[config.mk]
export PLATFORM = sky130hd
export DESIGN_NAME = fetch_queue
export DESIGN_NICKNAME = d
export VERILOG_FILES = /design/src/rtl/fetch_pkg.sv /design/src/rtl/fetch_entry_buf.sv /design/src/rtl/fetch_queue.sv
export SDC_FILE = /design/constraint.sdc
export NUM_CORES = 1
export LEC_CHECK = 0
export BUFFER_PORTS_ARGS = -buffer_cell sky130_fd_sc_hd__buf_4
export CORE_MARGIN = 5
export CORE_UTILIZATION = 35
export CTS_BUF_LIST = sky130_fd_sc_hd__clkbuf_4 sky130_fd_sc_hd__clkbuf_8
export DETAILED_ROUTE_END_ITERATION = 8
export MAX_ROUTING_LAYER = met4
export SLEW_MARGIN = 20
export SYNTH_ARGS = -nofsm -noshare
export SYNTH_HDL_FRONTEND = slang
export SYNTH_SLANG_ARGS = --single-unit
[constraint.sdc]
create_clock -name clk -period 2.7 [get_ports clk]
set_input_delay 0.27 -clock clk [delete_from_list [all_inputs] [get_ports clk]]
set_output_delay 0.27 -clock clk [all_outputs]
set_load 0.02 [all_outputs]
[src/rtl/fetch_pkg.sv]
// Shared fetch-queue types: FSM states and buffer entry layout (FAULT state only with FETCH_ALIGN_CHECK_EN).
// Entry fields are sized for the widest supported ADDR_W and sliced by the users.
package fetch_pkg;

  localparam int FQ_MAX_W = 32;

`ifdef FETCH_ALIGN_CHECK_EN
  typedef enum logic [1:0] {BOOT, RUN, FAULT} fq_state_e;
`else
  typedef enum logic [1:0] {BOOT, RUN} fq_state_e;
`endif

  typedef struct packed {
    logic [FQ_MAX_W-1:0] pc;
    logic [FQ_MAX_W-1:0] instr;
    logic                filled;
  } fq_entry_t;

endpackage

[src/rtl/fetch_entry_buf.sv]
// Instruction buffer storage with alloc/fill/read pointers; head entry is visible combinationally.
// No backpressure of its own: the owner guarantees alloc only when a slot is free and fill only for pending entries.
module fetch_entry_buf
  import fetch_pkg::*;
#(
  parameter int DEPTH  = 4,
  parameter int ADDR_W = 32
) (
  input  logic              clk,
  input  logic              reset,
  input  logic              i_flush,
  input  logic              i_alloc,
  input  logic [ADDR_W-1:0] i_alloc_pc,
  input  logic              i_alloc_filled,
  input  logic              i_fill,
  input  logic [ADDR_W-1:0] i_fill_data,
  input  logic              i_pop,
  output fq_entry_t         o_head
);

  localparam int PTR_W = $clog2(DEPTH);

  fq_entry_t        r_mem [DEPTH];
  logic [PTR_W-1:0] r_alloc_ptr;
  logic [PTR_W-1:0] r_fill_ptr;
  logic [PTR_W-1:0] r_rd_ptr;

  always_ff @(posedge clk or negedge reset) begin
    if (!reset) begin
      r_alloc_ptr <= '0;
      r_fill_ptr  <= '0;
      r_rd_ptr    <= '0;
      for (int i = 0; i < DEPTH; i++) r_mem[i] <= '0;
    end else if (i_flush) begin
      r_alloc_ptr <= '0;
      r_fill_ptr  <= '0;
      r_rd_ptr    <= '0;
      for (int i = 0; i < DEPTH; i++) r_mem[i].filled <= 1'b0;
    end else begin
      // A pre-filled (fault) entry is always the last allocation before a flush, so fill never reaches it.
      if (i_alloc) begin
        r_mem[r_alloc_ptr].pc     <= FQ_MAX_W'(i_alloc_pc);
        r_mem[r_alloc_ptr].instr  <= '0;
        r_mem[r_alloc_ptr].filled <= i_alloc_filled;
        r_alloc_ptr               <= r_alloc_ptr + PTR_W'(1);
      end
      if (i_fill) begin
        r_mem[r_fill_ptr].instr  <= FQ_MAX_W'(i_fill_data);
        r_mem[r_fill_ptr].filled <= 1'b1;
        r_fill_ptr               <= r_fill_ptr + PTR_W'(1);
      end
      if (i_pop) r_rd_ptr <= r_rd_ptr + PTR_W'(1);
    end
  end

  assign o_head = r_mem[r_rd_ptr];

endmodule

[src/rtl/fetch_queue.sv]
// Fetch queue: issues aligned imem requests while credits allow, buffers in-order responses, feeds decode (0-cycle head visibility).
// Branch flush drops in-flight responses via drop_cnt; FETCH_ALIGN_CHECK_EN adds misaligned-PC FAULT handling and id_fault.
module fetch_queue
  import fetch_pkg::*;
#(
  parameter int DEPTH  = 4,
  parameter int ADDR_W = 32
) (
  input  logic              clk,
  input  logic              reset,
  input  logic [ADDR_W-1:0] pc,
  output logic [ADDR_W-1:0] next_address,
  output logic              pc_freeze,
  output logic              imem_req_valid,
  output logic [ADDR_W-1:0] imem_req_addr,
  input  logic              imem_req_ready,
  input  logic              imem_rsp_valid,
  input  logic [ADDR_W-1:0] imem_rsp_data,
  input  logic              branch_taken,
  input  logic [ADDR_W-1:0] branch_target,
  output logic              id_valid,
  output logic [ADDR_W-1:0] id_instr,
  output logic [ADDR_W-1:0] id_pc,
  input  logic              id_ready
`ifdef FETCH_ALIGN_CHECK_EN
  ,output logic             id_fault
`endif
);

  localparam int              CNT_W     = $clog2(DEPTH) + 1;
  localparam logic [CNT_W-1:0] DEPTH_CNT = CNT_W'(DEPTH);

  fq_state_e        r_state;
  logic [CNT_W-1:0] r_alloc_cnt;
  logic [CNT_W-1:0] r_pend_cnt;
  logic [CNT_W-1:0] r_drop_cnt;

  logic             w_flush;
  logic             w_run;
  logic [CNT_W:0]   w_credit_sum;
  logic             w_credit_ok;
  logic             w_req_hs;
  logic             w_fault_alloc;
  logic             w_alloc;
  logic             w_fill;
  logic             w_pop;
  fq_entry_t        w_head;

  assign w_flush      = branch_taken && (r_state != BOOT);
  assign w_run        = (r_state == RUN);
  // Responses still owed to flushed entries occupy credits until they drain.
  assign w_credit_sum = {1'b0, r_alloc_cnt} + {1'b0, r_drop_cnt};
  assign w_credit_ok  = w_credit_sum < {1'b0, DEPTH_CNT};

`ifdef FETCH_ALIGN_CHECK_EN
  logic w_misalign;
  assign w_misalign     = |pc[1:0];
  assign w_fault_alloc  = w_run && !branch_taken && w_misalign && (r_alloc_cnt < DEPTH_CNT);
  assign imem_req_valid = w_run && !branch_taken && !w_misalign && w_credit_ok;
  // Only fault entries can hold a misaligned pc.
  assign id_fault       = id_valid && (|id_pc[1:0]);
`else
  assign w_fault_alloc  = 1'b0;
  assign imem_req_valid = w_run && !branch_taken && w_credit_ok;
`endif

  assign imem_req_addr = (r_state == BOOT) ? '0 : {pc[ADDR_W-1:2], 2'b00};
  assign w_req_hs      = imem_req_valid && imem_req_ready;
  assign w_alloc       = w_req_hs || w_fault_alloc;
  assign w_fill        = imem_rsp_valid && (r_drop_cnt == '0) && !w_flush;
  assign w_pop         = id_valid && id_ready;

  assign id_valid = (r_alloc_cnt != '0) && w_head.filled;
  assign id_pc    = id_valid ? w_head.pc[ADDR_W-1:0]    : '0;
  assign id_instr = id_valid ? w_head.instr[ADDR_W-1:0] : '0;

  always_comb begin
    next_address = pc;
    pc_freeze    = 1'b1;
    if (w_flush) begin
      next_address = branch_target;
      pc_freeze    = 1'b0;
    end else if (w_req_hs) begin
      next_address = pc + ADDR_W'(4);
      pc_freeze    = 1'b0;
    end
  end

  always_ff @(posedge clk or negedge reset) begin
    if (!reset) begin
      r_state     <= BOOT;
      r_alloc_cnt <= '0;
      r_pend_cnt  <= '0;
      r_drop_cnt  <= '0;
    end else begin
      if (r_state == BOOT) r_state <= RUN;
`ifdef FETCH_ALIGN_CHECK_EN
      else if (r_state == FAULT && w_flush) r_state <= RUN;
      else if (w_fault_alloc) r_state <= FAULT;
`endif

      if (w_flush) begin
        r_alloc_cnt <= '0;
        r_pend_cnt  <= '0;
        // A response landing in the flush cycle already pays off one of the newly owed responses.
        r_drop_cnt  <= r_drop_cnt + r_pend_cnt - CNT_W'(imem_rsp_valid);
      end else begin
        r_alloc_cnt <= r_alloc_cnt + CNT_W'(w_alloc) - CNT_W'(w_pop);
        r_pend_cnt  <= r_pend_cnt + CNT_W'(w_req_hs) - CNT_W'(w_fill);
        if (imem_rsp_valid && (r_drop_cnt != '0)) r_drop_cnt <= r_drop_cnt - CNT_W'(1);
      end
    end
  end

  fetch_entry_buf #(
    .DEPTH  (DEPTH),
    .ADDR_W (ADDR_W)
  ) u_buf (
    .clk            (clk),
    .reset          (reset),
    .i_flush        (w_flush),
    .i_alloc        (w_alloc),
    .i_alloc_pc     (pc),
    .i_alloc_filled (w_fault_alloc),
    .i_fill         (w_fill),
    .i_fill_data    (imem_rsp_data),
    .i_pop          (w_pop),
    .o_head         (w_head)
  );

endmodule

Yosys cells after proc, flatten, opt, wreduce, memory -nomap -nowiden
Index checks and enable logic that the tools add are counted.
{ "op_classes": {"n_addsub": 12, "magnitude_cmp": 6, "n_mux": 42, "bitwise_logic": 3, "reduce_logical": 21} }
{ "ops": {"columns": ["op", "count"], "rows": [
  ["260-bit bitwise mux", 5],
  ["260-bit two-way mux", 3],
  ["65-bit demux with 2-bit select", 5],
  ["65-bit two-way mux", 3],
  ["32-bit two-way mux", 5],
  ["65-bit binary-select mux with 2-bit select", 1],
  ["33-bit two-way mux", 2],
  ["32-bit by 3-bit adder with 32-bit output (second input constant)", 1],
  ["2-bit two-way mux", 6],
  ["3-bit two-way mux", 4],
  ["1-bit logical AND", 11],
  ["3-bit >= comparator (second input constant)", 3],
  ["2-bit inverter with 3-bit output", 3],
  ["3-bit by 1-bit subtractor with 3-bit output", 3],
  ["1-bit two-way mux", 8],
  ["2-bit nonzero test", 4],
  ["2-bit by 1-bit adder with 2-bit output (second input constant)", 3],
  ["3-bit by 1-bit adder with 3-bit output", 2],
  ["3-bit by 1-bit less-than comparator with 1-bit output (second input constant)", 2],
  ["3-bit nonzero test", 2],
  ["3-bit by 3-bit adder with 4-bit output", 1],
  ["4-bit by 3-bit less-than comparator with 1-bit output (second input constant)", 1],
  ["3-bit adder", 1],
  ["3-bit logical NOT", 1],
  ["3 further kinds", 4]
]} }
{ "totals": {"register_bits": 276, "out_inout_bits": 131} }

Logic depth before layout (Yosys ltp)
Gate-level depths: netlist of the first run.
{ "depth": {"depth_word": 14, "ltp_mapped": 13, "depth_no_buf": 12} }

By module
Synthesis of the first run repeated with hierarchy kept, for this count alone.
{ "hier_totals": {"hier_cells": 1502, "area_unflattened_um2": 16085.4} }
{ "by_module_without_submodules": {"columns": ["mod", "instances", "cells_per_inst", "area_each_um2", "seq_area_each_um2"], "rows": [
  ["fetch_entry_buf", 1, 1127, 13598.0, 6656.4],
  ["fetch_queue", 1, 375, 2487.4, 250.2]
]} }

Least setup slack after synthesis of the first run
OpenSTA, ideal clock, no wires.
{ "synth_timing": {"path_kind": "reg-to-reg", "from": "register r_alloc_cnt[2]", "to": "register r_pend_cnt[2]", "setup_time_ns": 0.132, "t_arrival_ns": 2.752, "required_ns": 2.568, "setup_slack_ns": -0.184, "path_stages_with_launch": 14, "synth_period_minus_slack_ns": 2.884, "cell_sequence": "dfrtp_1 -> ha_1 -> nor4_2 -> and4_1 -> buf_2 -> inv_1 -> ha_1 -> inv_1 -> ha_1 -> inv_1 -> fa_1 -> xor2_1 -> xnor2_1 -> nor2_1"} }
{ "synth_between": {"elab_chain_len": 7} }
{ "synth_lines": {"columns": ["element", "line", "text"], "rows": [
  ["start: declaration", "fetch_queue.sv:34", "logic [CNT_W-1:0] r_alloc_cnt;"],
  ["start signal: assignment", "fetch_queue.sv:108", "r_alloc_cnt <= r_alloc_cnt + CNT_W'(w_alloc) - CNT_W'(w_pop);"],
  ["3-bit by 3-bit adder with 4-bit output", "fetch_queue.sv:52", "assign w_credit_sum = {1'b0, r_alloc_cnt} + {1'b0, r_drop_cnt};"],
  ["4-bit by 3-bit less-than comparator with 1-bit output", "fetch_queue.sv:53", "assign w_credit_ok = w_credit_sum < {1'b0, DEPTH_CNT};"],
  ["1-bit logical AND", "fetch_queue.sv:64", "assign imem_req_valid = w_run && !branch_taken && w_credit_ok;"],
  ["1-bit logical AND", "fetch_queue.sv:68", "assign w_req_hs = imem_req_valid && imem_req_ready;"],
  ["3-bit by 1-bit adder with 3-bit output", "fetch_queue.sv:109", "r_pend_cnt <= r_pend_cnt + CNT_W'(w_req_hs) - CNT_W'(w_fill);"],
  ["3-bit by 1-bit subtractor with 3-bit output", "fetch_queue.sv:109", null],
  ["3-bit two-way mux", "fetch_queue.sv:102", "if (w_flush) begin"],
  ["end signal: assignment", "fetch_queue.sv:109", null],
  ["end: declaration", "fetch_queue.sv:35", "logic [CNT_W-1:0] r_pend_cnt;"]
]} }
Every way passes these cells.
A chain may end at the register's enable or synchronous reset.

Worst setup path in the final report of the first run
{ "layout_timing": {"from": "register r_alloc_cnt[2]", "to": "output next_address[14]"} }
{ "layout_between": {"elab_chain_len": 6} }
{ "layout_lines": {"columns": ["element", "line", "text"], "rows": [
  ["3-bit by 3-bit adder with 4-bit output", "fetch_queue.sv:52", null],
  ["4-bit by 3-bit less-than comparator with 1-bit output", "fetch_queue.sv:53", null],
  ["1-bit logical AND", "fetch_queue.sv:64", null],
  ["1-bit logical AND", "fetch_queue.sv:68", null],
  ["32-bit two-way mux", "fetch_queue.sv:83", "end else if (w_req_hs) begin"],
  ["32-bit two-way mux", "fetch_queue.sv:80", "if (w_flush) begin"],
  ["end: declaration", "fetch_queue.sv:12", "output logic [ADDR_W-1:0] next_address,"]
]} }
Every way passes these cells.

==> key figures, run 1 <==
Logic synthesis
  – Simple-gate share of the synthesized area: 0.164
  – Adder-cell share of the synthesized area: 0.0217
  – Mux cell area share after synthesis: 0.205
  – Number of synthesis warnings: 0
  – Synth Area in XOR/XNOR: 0.00980
  – Syn avg cell area: 10.6 um2
  – Post-synth top area cell: dfrtp_1
  – Register area share after synthesis: 0.483
  – Cell Area, Synth: 14,300 um2
  – Yosys reg bits: 276
  – Largest cells by area after synthesis: dfrtp_1, mux4_2, mux2_2
  – Post-synthesis compound-gate area fraction: 0.0732
  – Mapped Cells: 1,346
  – Netlist cell types: 36
  – Yosys top cell area share: 0.483
  – Main combinational cell family by area after synthesis: multiplexers
  – Post-synth ARST share: 1.00
  – Post-synth EDFFs: 0
  – Synth Flop Type: dfrtp_1

Final layout
  – Commonest non-fill, non-tap cell in the layout: nand2_1
  – Area Growth Syn to Fin: 43.0%
  – Register area: between 6000 and 7000 um2
  – Final Non-Filler Cells: 2,236
  – Share of cells above drive strength 1: 0.407
  – Antenna cell count: 0
  – Multi-input logic area: 7610 um2
  – FILL cells: 3,524
  – Nets: 1,791
  – Commonest cells after routing, fill and taps aside: nand2_1, dfrtp_1, buf_4
  – Utilization after layout: 0.503

Power
  – Peak VDD IR: 0.000553 V
  – PwrDens: 816 nW/um2
  – Leak Pwr: 9.28 nW

Clock tree
  – Clk sinks: ~280
  – CTS tree: done
  – Root Driver: clkbuf_8
  – CTS Buffer Depth: 3
  – Clock Pin Slew Worst Setup and Hold Paths: 0.06 ns
  – Worst-Skew Late Latency: 0.63 ns
  – CTS buffer count: 50
  – Htree depth: 2

Floorplanning
  – Die H: roughly 210 um
  – DIE AREA: 45,000 um2
  – # rows: 74
  – Starting Density: 0.352
  – IO Pins: between 200 and 250
  – Die W: about 210 um
  – CORE AREA: 40,600 um2

Min path
  – Hold Startpoint: id_ready
  – Hold Crit Class: input pin to register

Timing
  – Fin crit share: 1.17
  – Worst slew pin tran: 0.811 ns
  – Worst Slack Setup Final: -0.449 ns
  – Final setup fails: 187
  – Hold Worst Slack: 0.0837 ns
  – Layout Skew: 0.0395 ns
  – Tmin final: 3.15 ns
  – Fmax: ~320 MHz
  – Final hold violations: 0
  – Slew Viols, Final: 0
  – Setup tns final: -17.16 ns
  – RSZ-0062 raised after global routing: true
  – Max-slew headroom: 0.459

Drt
  – DRC viols: 0
  – Top sig layer: met4
  – Detailed Route WL: 52,100 um
  – Initial DRT Pass Iterations: 5
  – Metal2 WL: between 20,000 and 30,000 um
  – Vias/cell: 5.39
  – Routed length per instance: ~23 um
  – Routed wl met3: approximately 4000 um
  – Met1 WL: approximately 22,000 um
  – Drt initial violations: 989
  – ANT nets after route: 0
  – Total number of vias: 12.1k

Global route
  – Vias in the first global route: 12.2k
  – Largest net degree at the start of global routing: 72
  – First-pass GRT wire length: a little over 70,000 um
  – Total gr overflow: 0
  – Initial antenna violation count: 0
  – All-Layer GR Usage: 0.208

Worst setup path
  – Depth of the most critical reg-to-reg path: 17
  – CP Launch Type: register
  – Required @ worst endpoint: 2.43 ns
  – Worst Setup EP: next_address[14]
  – Crit Path Class: register to output port
  – Crit path arrival time: 2.88 ns
  – CP max FO: 25
  – CP startpoint: r_alloc_cnt[2]$_DFF_PN0_
  – FF-to-FF Start: r_alloc_cnt[2]$_DFF_PN0_
  – Worst Setup End Kind: output port
  – Reg2Reg Setup Slack: -0.29 ns
  – FF-to-FF End: r_alloc_cnt[2]$_DFF_PN0_

Place
  – Gpl congestion: slightly below 0.8
  – PortBufs: 230
  – Setup WS pre-CTS: 0.0231 ns
  – DPL Wire Length: ~26,000 um
  – Placed cells: 2,022

Outcome
  – Status: complete, but fails checks
  – Failing checks: negative setup slack

Flow run
  – Max-cap violation count: 0
==> metal layers <==
layer | track usage | up-vias
met2 | 0.339 | 501
met5 | - | -
li1 | - | 5354
met3 | 0.0503 | 87
met4 | 0.0558 | 0
met1 | 0.261 | 6119
==> critical path, cell delays in order, from the launching register on <==
cell and delay (ns):
dfrtp_2 0.46, ha_4 0.26, nor4_4 0.17, buf_4 0.16, nand4_1 0.14, buf_12 0.20, or4_1 0.51, a31oi_1 0.20
buf_4 0.17
==> logic make-up (layout without fill, tap and decap cells) <==
| kind of cell | count (synthesis) | after routing |
|---|---|---|
| compound gates | 192 | 192 |
| flops | 276 | 276 |
| buf+inv | 147 | 504 |
| mux | 196 | 196 |
| simple gates | 494 | 494 |
| fa+ha+maj | 23 | 23 |
| other cells | 2 | 3 |
| xor+xnor | 16 | 16 |
==> how the worst min path moves through the flow <==
stage | end | slack, ns | cells past startpoint
2_1_floorplan | async pin | -0.03 | 0
3_3_place_gp | async pin | 0.30 | 1
3_5_place_dp | async pin | 0.30 | 1
4_1_cts | u_buf.r_rd_ptr[1]$_DFFE_PN0P_ | 0.03 | 4
5_1_grt | u_buf.r_rd_ptr[1]$_DFFE_PN0P_ | 0.09 | 4
6_report | u_buf.r_rd_ptr[1]$_DFFE_PN0P_ | 0.08 | 4
==> where the power goes <==
| part | switching, mW | total (mW) | internal [mW] |
|---|---|---|---|
| clock network | 1.82 | 4.43 | 2.61 |
| registers | 0.776 | 6.26 | 5.48 |
| logic | 2.77 | 6.00 | 3.23 |
==> synthesized netlist by cell type, types with 4 or more instances <==
library cell,count
mux4_2,65
nand3_1,12
and3_1,72
or4_1,20
or3_1,6
nand2_1,283
inv_1,20
and4_1,6
dfrtp_1,276
buf_4,4
nor2_1,37
xnor2_1,9
buf_2,23
nand4_1,10
o31ai_1,20
a31oi_1,25
and2_1,42
o21ai_0,144
xor2_1,7
ha_1,20
mux2_2,128
buf_1,6
clkbuf_1,91
==> per-stage QoR <==
| step | cell area, um2 | total power [mW] |
|---|---|---|
| 2_1_floorplan | 14300 | 9.20 |
| 3_3_place_gp | 16700 | 10.7 |
| 3_5_place_dp | 16700 | 10.9 |
| 4_1_cts | 18800 | 15.6 |
| 5_1_grt | 20400 | 17.6 |
| 6_report | 20400 | 16.7 |
==> cell type report <==
class                      count  share of cell area
clock buffer                  83              0.0507
clock inverter                 7             0.00453
inverter                      20             0.00379
multi-input combinational    924               0.372
sequential                   276               0.338
tap                          532              0.0326
timing repair buffer         394               0.198
==> what timing repair did <==
item,in CTS,in global routing
gates cloned,4,28
gates resized for setup,36,265
pin swaps,7,27
buffers inserted,8,22
setup endpoints to repair,94,135
endpoints found under the hold margin,316,0
hold buffers,64,0
No activity file was read; power rests on OpenSTA's default activity.
==> run 2, diff against run 1 <==
Settings changed: ABC_AREA set to 1.
Clock period 2.7 ns to 3.9 ns, I/O delays scaled along.
==> run 2 against run 1 <==
  * The run now ends clean
  * Worst hold slack gained 0.055 ns
  * Wire length fell by 15%
  * Critical path depth decreased by 1
  * Clock skew is 0.018 ns lower
  * Critical endpoint is now id_pc[28]
  * Largest cell class is now flip-flops and latches
  * Largest power group unchanged
==> key figures, run 2 <==
Place
  – Setup WS pre-CTS: 0.864 ns
  – DPL Wire Length: around 28,000 um
  – Gpl congestion: 0.890
  – PortBufs: 230

Worst setup path
  – CP Launch Type: register
  – Crit path arrival time: 3.17 ns
  – Worst Setup End Kind: output port
  – Required @ worst endpoint: ~3.5 ns
  – Cells along the critical path: buf_4 > buf_4 > nor2_1 > nor2_1 > o21ai_0 > a21oi_1 > buf_4
  – Most frequent CP cell: buf_4
  – CP peak stage delay: 0.85 ns
  – Slowest-stage cell, CP: dfrtp_4
  – CP max FO: 68
  – Crit Path Class: register to output port

Power
  – Peak VDD IR: around 0.00038 V
  – PwrDens: 644 nW/um2
  – Leak Pwr: about 8.7 nW

Final layout
  – Commonest non-fill, non-tap cell in the layout: nand2_1
  – Register area: 6910 um2
  – Area Growth Syn to Fin: 22.1%
  – Multi-input logic area: 5970 um2
  – Commonest cells after routing, fill and taps aside: nand2_1, o21ai_0, dfrtp_1
  – Share of cells above drive strength 1: 0.174
  – Utilization after layout: 0.432
  – FILL cells: between 4k and 5k
  – Nets: 2,148

Timing
  – Slew Viols, Final: 0
  – Setup tns final: 0 ns
  – Final setup fails: 0
  – Final hold violations: 0
  – Fin crit share: 0.912
  – Fmax: ~280 MHz
  – Worst slew pin tran: 0.979 ns
  – Tmin final: between 3 and 4 ns
  – Layout Skew: 0.0214 ns
  – RSZ-0062 raised after global routing: false
  – Worst Slack Setup Final: 0.343 ns
  – Max-slew headroom: 0.347

Min path
  – Hold Crit Class: input pin to register

Clock tree
  – CTS tree: done
  – Clock Pin Slew Worst Setup and Hold Paths: 0.06 ns
  – Post-cts resize count: 0
  – CTS Buffer Depth: 3
  – CTS buffer count: 47
  – Worst-Skew Late Latency: 0.57 ns
  – Clk sinks: approximately 280
  – # hold bufs at CTS: 1
  – Setup Fix Bufs, Post-CTS: 0
  – Root Driver: clkbuf_8
  – Htree depth: 2

Floorplanning
  – IO Pins: 233
  – Die H: between 200 and 250 um
  – Die W: 211 um
  – DIE AREA: 44,400 um2
  – # rows: 73
  – CORE AREA: 39,800 um2
  – Starting Density: 0.354

Logic synthesis
  – Largest cells by area after synthesis: dfrtp_1, o21ai_0, nand2_1
  – Cell Area, Synth: approximately 14,000 um2
  – Post-synth top area cell: dfrtp_1
  – Netlist cell types: 32
  – Mapped Cells: 1,841
  – Yosys top cell area share: 0.489
  – Number of synthesis warnings: 0
  – Post-synth EDFFs: 0
  – Yosys reg bits: 276
  – Register area share after synthesis: 0.489
  – Post-synth ARST share: 1.00
  – Synth Flop Type: dfrtp_1
  – Most frequent cell after synthesis: nand2_1
  – Commonest cells post-synth: nand2_1, o21ai_0, dfrtp_1
  – Syn avg cell area: between 7 and 8 um2

Drt
  – Detailed Route WL: between 40,000 and 50,000 um
  – DRC viols: 0
  – Initial DRT Pass Iterations: 5
  – Drt initial violations: 983
  – Total number of vias: 13.1k
  – Routed length per instance: about 17 um
  – ANT nets after route: 0
  – Vias/cell: between 5 and 6

Flow run
  – Max-cap violation count: 0

Outcome
  – Status: complete, no violations

Global route
  – Largest net degree at the start of global routing: approximately 120
  – All-Layer GR Usage: 0.202
  – Initial antenna violation count: 1
  – Vias in the first global route: 13.0k
  – Total gr overflow: 0
  – First-pass GRT wire length: about 71,000 um
## run 2: cell count changes after synthesis, moves of 42 or more
cell / before / now
a21oi_1: 1 / 131
and2_1: 42 / 0
and3_1: 72 / 1
inv_1: 20 / 194
mux2_2: 128 / 0
mux4_2: 65 / 0
nand2_1: 283 / 351
nand3_1: 12 / 109
nor2_1: 37 / 183
o21ai_0: 144 / 294
o21ai_1: 0 / 48
o22ai_1: 1 / 64
## run 2: layer usage
layer	track usage	up-vias	wire (um)	part of all wire
li1	-	6395	-	-
met1	0.273	6174	20300	0.46
met2	0.319	466	20400	0.46
met3	0.0388	63	3030	0.068
met4	0.0454	0	820	0.018
met5	-	-	0	0
## run 2: critical path, delay by kind of cell (launching register included)
family / cells / cell delay (ns)
simple gates: 2 / 0.18
buf+inv: 3 / 1.14
compound gates: 2 / 0.39
flops: 1 / 0.85
## run 2: layout make-up
cell class,instances,share of cell area
Timing Repair Buffer,260,0.115
Antenna cell,1,0.000145
Clock inverter,2,0.000944
Multi-Input combinational cell,1242,0.347
Clock buffer,78,0.0547
Tap cell,525,0.0381
Sequential cell,276,0.401
Inverter,196,0.0428
## run 2: cells by family (layout without fill, tap and decap cells)
| group | after synthesis | in the layout | share of synthesized area |
|---|---|---|---|
| buffers and inverters | 324 | 536 | 0.0912 |
| AND/OR/NAND/NOR | 660 | 660 | 0.190 |
| flip-flops | 276 | 276 | 0.489 |
| other | 2 | 4 | 0.000532 |
| AO/OA/AOI/OAI | 544 | 544 | 0.200 |
| adder cells (fa/ha/maj) | 23 | 23 | 0.0220 |
| XOR/XNOR | 12 | 12 | 0.00745 |
## run 2: through the flow
step | hold WS [ns] | power (mW) | std cells | area (um2)
after floorplan | 0.0944 | 7.04 | 1842 | 14100
after global placement | 0.461 | 8.39 | 2498 | 16200
after detailed placement | 0.468 | 8.49 | 2498 | 16200
after CTS | 0.0985 | 11.2 | 2579 | 17200
after global routing | 0.126 | 12.0 | 2580 | 17200
final | 0.138 | 11.1 | 2580 | 17200
## run 2: power breakdown
part | internal [mW] | leakage [nW] | total [mW] | switching (mW)
clock network | 1.51 | 0.516 | 2.66 | 1.15
logic | 1.50 | 4.67 | 4.11 | 2.62
registers | 3.80 | 3.50 | 4.32 | 0.517
## run 2: worst paths after layout
path	startpoint	to	slack, ns	cells past startpoint
max	u_buf.r_rd_ptr[0]$_DFFE_PN0P_	id_pc[28]	0.34	7
min	pc[0]	register	0.14	3
max reg2reg	u_buf.r_rd_ptr[0]$_DFFE_PN0P_	r_alloc_cnt[2]$_DFF_PN0_	0.86	12
min reg2reg	register	register	0.48	2
max in group asynchronous	reset	async pin	2.41	3
min in group asynchronous	reset	u_buf.r_mem[86]$_DFFE_PN0N_	0.47	2
==> run 3, diff against run 2 <==
Settings changed: GPL_TIMING_DRIVEN set to 0.
==> run 3 against run 2 <==
  * Via count rose by 6.1%
  * Critical path depth is 1 higher
  * Non-clock buffer count increased by 102
  * Sequential share of layout area decreased by 0.71 points
  * Wire length rose by 11%
  * Core utilization up 0.74 points
  * First-iteration DRC count is 19% higher
  * Clock power barely moved
  * Power up 1.9%
  * Sequential cell count is the same
  * Register-to-register slack worse by 0.15 ns
  * Worst hold slack worse by 0.010 ns
  * Critical path type unchanged
==> key figures, run 3 (synthesis gave the netlist of run 2 again) <==
Drt
  – Vias/cell: between 5 and 6
  – ANT nets after route: 0
  – Detailed Route WL: 49,500 um
  – Routed length per instance: 18.5 um
  – Total number of vias: between 10k and 15k
  – Initial DRT Pass Iterations: 6
  – Drt initial violations: 1,165
  – DRC viols: 0

Place
  – Area after DPL: roughly 17,000 um2
  – PortBufs: 230
  – Gpl congestion: 0.889
  – Setup WS pre-CTS: 0.693 ns
  – DPL Wire Length: 36,100 um

Worst setup path
  – Crit Path Class: register to output port
  – Crit path arrival time: 3.04 ns
  – CP max FO: 10
  – Worst Setup End Kind: output port
  – Required @ worst endpoint: 3.51 ns
  – CP Launch Type: register

Clock tree
  – Clk sinks: around 280
  – Clock Pin Slew Worst Setup and Hold Paths: approximately 0.060 ns
  – Setup Fix Bufs, Post-CTS: 0
  – Root Driver: clkbuf_8
  – CTS tree: done
  – Post-cts resize count: 0
  – Htree depth: 2
  – CTS Buffer Depth: 3
  – Worst-Skew Late Latency: 0.59 ns
  – CTS buffer count: 48

Power
  – Tot Pwr: 11.3 mW
  – Peak VDD IR: roughly 0.00027 V
  – Leak Pwr: about 9 nW
  – PwrDens: 645 nW/um2

Timing
  – Tmin final: between 3 and 4 ns
  – Final hold violations: 0
  – Layout Skew: around 0.026 ns
  – RSZ-0062 raised after global routing: false
  – Fin crit share: 0.880
  – Setup tns final: 0 ns
  – Worst Slack Setup Final: between 0.4 and 0.5 ns
  – Worst slew pin tran: 0.771 ns
  – Max-slew headroom: 0.486
  – Fmax: roughly 300 MHz
  – Final setup fails: 0
  – Slew Viols, Final: 0

Outcome
  – Status: complete, no violations

Global route
  – First-pass GRT wire length: 79,100 um
  – All-Layer GR Usage: 0.228
  – Largest net degree at the start of global routing: 82
  – Initial antenna violation count: 0
  – Total gr overflow: 0
  – Vias in the first global route: around 14k

Final layout
  – Fin area: 17,500 um2
  – Nets: 2,251
  – Area Growth Syn to Fin: 24.2%
  – Commonest cells after routing, fill and taps aside: nand2_1, o21ai_0, dfrtp_1
  – Share of cells above drive strength 1: 0.165
  – FILL cells: 4,143
  – Commonest non-fill, non-tap cell in the layout: nand2_1
  – Antenna cell count: 0

Min path
  – Hold Crit Class: input pin to register

Floorplanning
  – # rows: 73
  – IO Pins: 233
  – CORE AREA: 39,800 um2
  – Die W: around 210 um
  – Die H: about 210 um
  – DIE AREA: between 40,000 and 50,000 um2
  – Starting Density: 0.354

Flow run
  – Max-cap violation count: 0
==> run 3: cell count changes in the layout (fill, tap and decap cells not counted), moves of 3 or more <==
| cell | change |
|---|---|
| buf_1 | +14 |
| buf_16 | +3 |
| buf_2 | +33 |
| buf_4 | -19 |
| clkbuf_1 | +73 |
| clkbuf_4 | -10 |
| nand2_1 | +6 |
| nand2_2 | -3 |
==> run 3: what timing repair did <==
item / in CTS / in global routing
endpoints found under the hold margin: 64 / 0
hold buffers: 1 / 0
setup endpoints to repair: 0 / 0
==> run 3: final timing paths <==
check	to	slack, ns	cells after the start	start
min	register	0.13	3	pc[1]
min reg2reg	register	0.48	2	register
max in group asynchronous	async pin	2.69	3	reset
min in group asynchronous	u_buf.r_mem[216]$_DFFE_PN0N_	0.35	2	reset
max reg2reg	r_alloc_cnt[2]$_DFF_PN0_	0.71	13	r_drop_cnt[2]$_DFFE_PN0P_
max	id_pc[10]	0.47	8	u_buf.r_rd_ptr[0]$_DFFE_PN0P_
==> run 3: layout make-up <==
| cell class | count | area [um2] | share of cell area |
|---|---|---|---|
| Sequential cell | 276 | 6910 | 0.394 |
| Multi-Input combinational cell | 1242 | 5920 | 0.338 |
| Timing Repair Buffer | 234 | 1830 | 0.104 |
| Clock buffer | 68 | 867 | 0.0495 |
| Inverter | 196 | 736 | 0.0420 |
| Tap cell | 525 | 657 | 0.0375 |
| Buffer | 128 | 552 | 0.0315 |
| Clock inverter | 5 | 55.1 | 0.00314 |
==> run 3: worst max-delay path, stage by stage (launching register included) <==
cell,delay [ns]
dfrtp_1,0.31
buf_2,0.15
clkbuf_1,0.57
clkbuf_1,0.51
nor2_1,0.11
nor2_1,0.10
o21ai_0,0.11
a21oi_1,0.37
buf_4,0.22
==> run 3: where the power goes <==
part / switching [mW] / internal (mW)
Combinational: 2.88 / 1.57
Sequential: 0.407 / 3.80
Clock: 1.17 / 1.47
==> run 3: through the flow <==
stage	hold WS [ns]	std cells	util
after floorplan	0.0944	1842	-
after global placement	0.460	2597	0.414
after detailed placement	0.391	2600	0.417
after CTS	0.0967	2674	0.440
after global routing	0.123	2674	0.440
final	0.128	2674	0.440
==> run 3: routing by layer <==
| metal | global-route usage | share of wire | wire length [um] | vias up |
|---|---|---|---|---|
| met1 | 0.304 | 0.44 | 21600 | 6719 |
| li1 | - | - | - | 6581 |
| met5 | - | 0 | 0 | - |
| met4 | 0.0537 | 0.022 | 1070 | 0 |
| met3 | 0.0395 | 0.072 | 3580 | 85 |
| met2 | 0.365 | 0.47 | 23300 | 509 |
